<file path="src/rtl/fifo_ctrl.sv">
// -----------------------------------------------------------------------------
// fifo_ctrl
//   Control and sequencing for a FIFO built from DEPTH resettable 8-bit
//   enable registers and an external read multiplexer. This block keeps the
//   head/tail pointers and the occupancy count. It drives one-hot write
//   enables into the register array and the read-mux select. It also produces
//   full/empty status and the per-request ack/error flags.
//
// Parameters
//   DEPTH      number of register entries (power of two, 2..256)
//   AW         pointer width, log2(DEPTH)
//
// Ports
//   clk          rising-edge clock
//   reset        synchronous active-high reset
//   wr_en        write request this cycle
//   rd_en        read request this cycle
//   reg_we       one-hot write enable to register entry i (combinational)
//   rd_sel       read-mux select (registered; holds when no read accepted)
//   full         count == DEPTH
//   empty        count == 0
//   wr_ack       previous-cycle write accepted (registered)
//   wr_err       previous-cycle write rejected because full (registered)
//   rd_ack       previous-cycle read accepted; mux data valid now (registered)
//   rd_err       previous-cycle read rejected because empty (registered)
//   data_count   current occupancy, 0..DEPTH
//   almost_full  count >= DEPTH-1   (only with FIFO_CTRL_ALMOST_EN defined)
//   almost_empty count <= 1         (only with FIFO_CTRL_ALMOST_EN defined)
//
// Build option
//   FIFO_CTRL_ALMOST_EN : when defined, adds the almost_full/almost_empty ports.
// -----------------------------------------------------------------------------
module fifo_ctrl #(
    parameter int DEPTH = 8,
    parameter int AW    = 3
) (
    input  logic            clk,
    input  logic            reset,
    input  logic            wr_en,
    input  logic            rd_en,
    output logic [DEPTH-1:0] reg_we,
    output logic [AW-1:0]   rd_sel,
    output logic            full,
    output logic            empty,
    output logic            wr_ack,
    output logic            wr_err,
    output logic            rd_ack,
    output logic            rd_err,
`ifdef FIFO_CTRL_ALMOST_EN
    output logic            almost_full,
    output logic            almost_empty,
`endif
    output logic [AW:0]     data_count
);

    typedef enum logic {
        ST_INIT = 1'b0,
        ST_RUN  = 1'b1
    } state_t;

    state_t state_q, state_d;

    logic [AW-1:0] head_q, head_d;
    logic [AW-1:0] tail_q, tail_d;
    logic [AW:0]   count_q, count_d;
    logic [AW-1:0] rd_sel_q, rd_sel_d;
    logic          wr_ack_q, wr_ack_d;
    logic          wr_err_q, wr_err_d;
    logic          rd_ack_q, rd_ack_d;
    logic          rd_err_q, rd_err_d;

    logic run;
    logic wacc;
    logic racc;

    localparam logic [AW:0] COUNT_FULL = (AW+1)'(DEPTH);

    assign full  = (count_q == COUNT_FULL);
    assign empty = (count_q == '0);

    // Requests are only honoured in RUN; reset is also folded in so reg_we
    // stays quiet during the reset cycle itself, whatever state we were in.
    assign run  = (state_q == ST_RUN) && !reset;
    assign wacc = run && wr_en && !full;
    assign racc = run && rd_en && !empty;

    // One-hot write-enable decode of the tail pointer.
    generate
        for (genvar gi = 0; gi < DEPTH; gi++) begin : g_we
            assign reg_we[gi] = wacc && (tail_q == AW'(gi));
        end
    endgenerate

    // Next-state / datapath update.
    always_comb begin
        state_d  = ST_RUN;
        head_d   = head_q;
        tail_d   = tail_q;
        count_d  = count_q;
        rd_sel_d = rd_sel_q;
        wr_ack_d = 1'b0;
        wr_err_d = 1'b0;
        rd_ack_d = 1'b0;
        rd_err_d = 1'b0;

        if (wacc) begin
            tail_d = tail_q + 1'b1;     // wraps naturally modulo 2^AW
        end
        if (racc) begin
            rd_sel_d = head_q;
            head_d   = head_q + 1'b1;
        end

        case ({wacc, racc})
            2'b10:   count_d = count_q + 1'b1;
            2'b01:   count_d = count_q - 1'b1;
            default: count_d = count_q;
        endcase

        if (run) begin
            wr_ack_d = wacc;
            wr_err_d = wr_en && full;
            rd_ack_d = racc;
            rd_err_d = rd_en && empty;
        end
    end

    always_ff @(posedge clk) begin
        if (reset) begin
            state_q  <= ST_INIT;
            head_q   <= '0;
            tail_q   <= '0;
            count_q  <= '0;
            rd_sel_q <= '0;
            wr_ack_q <= 1'b0;
            wr_err_q <= 1'b0;
            rd_ack_q <= 1'b0;
            rd_err_q <= 1'b0;
        end else begin
            state_q  <= state_d;
            head_q   <= head_d;
            tail_q   <= tail_d;
            count_q  <= count_d;
            rd_sel_q <= rd_sel_d;
            wr_ack_q <= wr_ack_d;
            wr_err_q <= wr_err_d;
            rd_ack_q <= rd_ack_d;
            rd_err_q <= rd_err_d;
        end
    end

    assign rd_sel     = rd_sel_q;
    assign wr_ack     = wr_ack_q;
    assign wr_err     = wr_err_q;
    assign rd_ack     = rd_ack_q;
    assign rd_err     = rd_err_q;
    assign data_count = count_q;

`ifdef FIFO_CTRL_ALMOST_EN
    assign almost_full  = (count_q >= COUNT_FULL - 1'b1);
    assign almost_empty = (count_q <= (AW+1)'(1));
`endif

endmodule

</file>
<file path="config.mk">
export PLATFORM = sky130hd
export DESIGN_NAME = fifo_ctrl
export DESIGN_NICKNAME = d
export VERILOG_FILES = /design/src/rtl/fifo_ctrl.sv
export SDC_FILE = /design/constraint.sdc
export NUM_CORES = 1
export LEC_CHECK = 0
export ABC_AREA = 1
export CAP_MARGIN = 20
export CORE_MARGIN = 2
export CORE_UTILIZATION = 47
export DETAILED_ROUTE_END_ITERATION = 8
export PLACE_DENSITY = 0.78
export SLEW_MARGIN = 25
export SYNTH_ARGS = -nofsm -noshare
export SYNTH_HDL_FRONTEND = slang
export SYNTH_SLANG_ARGS = --single-unit
export TNS_END_PERCENT = 50
</file>
<file path="constraint.sdc">
create_clock -name clk -period 2.1 [get_ports clk]
set_input_delay 0.21 -clock clk [delete_from_list [all_inputs] [get_ports clk]]
set_output_delay 0.21 -clock clk [all_outputs]
set_load 0.05 [all_outputs]
</file>
==> flow_summary.toml <==
[run_status]
status = "finished clean"

[placement]
port_buffers = 24
dp_hpwl_mm = 1.46
place.gp.congestion = 0.796

[floorplanning]
rows = 16
ios = 25
start_util_pct = 49.2
dieArea_mm2 = 0.00241
core_area_mm2 = 0.00194
fp.dieW_um = 49.1
fp.dieH_um = 49.1

[global_routing]
overflow = 0
grt_pass1_vias = 794
track_usage_pct = 18.2
grt_start_max_net_pins = 15
antenna_found_initial = 0
grt_pass1_wl_mm = 3.44

[cells_and_area]
fin_util_pct = 70.7
drive_gt1_share_pct = 23.2
diodes = 0
layout_common_cells = "inv_1, dfxtp_1, clkdlybuf4s50_1"
area_growth_pct = 43.8
layout.nets = 166
multi_input_area_um2 = 474
final_common_cell = "inv_1"
fillers = 165
regArea_um2 = 364

[synth]
synth_area_um2 = 955
synth.area.top_cells = "dfxtp_1, ha_1, inv_1, a21oi_1, nand2_1"
synthesis.nets = 134
synth_cells = 120
yosys.area.top_type = "dfxtp_1"
avgSynthCellArea_um2 = 7.96
synth.distinct_cells = 21
yosysTopAreaCellShare_pct = 37.7
yosysWarnings = 0
yosysSeqAreaShare_pct = 37.7
yosys_register_bits = 18

[route]
dr.pass1.iters = 4
wire_per_inst_um = 10.6
dr_total_vias = 843
drt-total-wl_mm = 1.89
drc = 0
final_antenna_net_count = 0
drtIter0Drc = 14
viasPerCell = 4.74

[critical_path]
critPathKind = "flip-flop to output pin"
arrival_ns = 1.79
critPathCaptureType = "output pin"
start_kind = "flip-flop"
required_ns = 1.89
path_max_fanout = 6

[sta]
fin_crit_sh_pct = 95.1
slew_headroom_pct = 65.8
hold_viol_final = 0
period_minus_slack_ns = 2.00
final_max_slew_viol_count = 0
setup-tns-final_ns = 0
rsz0062_at_grt = "false"
tightest_slew_ns = 0.511
clock-skew-final_ns = 0.00698
fmax_mhz = 501
holdWs_ns = 0.481
setup_viol = 0

[clock_tree]
insertion_delay_ns = 0.30
cts-root-buf = "clkbuf_4"
cts_max_level = 1
cts_tree = "done"
cts_resized = 0
cts_made_buffers = 3
post_cts_buffers = 0
clk_pin_slew_ns = 0.10
clock_path_buffers = 2
cts_hold_buf = 0
clock-sinks = 18

[flow_run]
maxCapViolCount = 0

[min_path]
min_path_type = "flip-flop to flip-flop"

[pwr]
powerDensity_mw_per_mm2 = 611
ir_drop_v = 0.000530
power_leakage_nw = 0.634
[cell type report]
type | count | share of cell area (%)
timing repair buffer | 29 | 26.3
tap | 27 | 2.46
clock buffer | 4 | 2.64
multi-input combinational | 73 | 34.5
sequential | 18 | 26.5
inverter | 27 | 7.57
[critical path, cell delays in order (launching register included)]
cell	delay, ns
dfxtp_1	0.37
nor2_2	0.15
nand3_2	0.11
inv_1	0.07
clkdlybuf4s50_1	0.79
[logic make-up after synthesis]
| logic type | synth area share (%) |
|---|---|
| simple gates | 21.4 |
| buf+inv | 12.6 |
| compound gates | 13.4 |
| flops | 37.7 |
| fa+ha+maj | 13.1 |
| xor+xnor | 1.84 |
[flip-flops by register name, indices dropped and copies added (netlist names)]
register and cells:
data_count 4, head_q 3, rd_ack 1, rd_err 1, rd_sel 3, state_q 1
tail_q 3, wr_ack 1, wr_err 1
[final timing paths]
path,to,slack (ns),from,cells past startpoint
min reg2reg,rd_sel[1],0.48,head_q[1],2
max reg2reg,data_count[2],0.18,data_count[1],12
max,full,0.10,data_count[1],4
min,rd_sel[1],0.48,head_q[1],2
[synth_stat cells]
library cell	number
nand2_1	11
dfxtp_1	18
nor2_4	1
o21ai_0	8
nand2_4	2
nand3_2	3
nor3_1	8
a21oi_2	2
buf_6	1
nor2_2	3
nand2_2	1
nand3_1	3
inv_4	1
nor2_1	5
ha_1	10
inv_1	24
a21oi_1	11
o21ai_1	3
inv_2	2
buf_2	1
xnor2_1	2
[per-layer routing]
layer | share of wire (%) | GRT usage [%]
met1 | 44 | 22.1
met2 | 51 | 31.8
met3 | 3.8 | 3.07
met4 | 1.5 | 7.14
met5 | 0 | 0
[stage by stage]
step | cell area (um2) | std cells | total power [mW] | setup slack [ns]
CTS | 1370 | 178 | 0.846 | 0.0432
detailed placement | 1330 | 174 | 0.635 | -0.0358
floorplan | 955 | 120 | 0.557 | -0.347
global route | 1370 | 178 | 0.882 | 0.0137
finish | 1370 | 178 | 0.839 | 0.103
global placement | 1330 | 174 | 0.630 | 0.0215
[report_power, final]
| part | switching, mW | internal, mW | leakage (nW) |
|---|---|---|---|
| Combinational | 0.160 | 0.0867 | 0.465 |
| Sequential | 0.0191 | 0.363 | 0.148 |
| Clock | 0.104 | 0.106 | 0.0210 |
| Total | 0.283 | 0.555 | 0.634 |
Note: power is estimated with default switching activity, not from simulation.
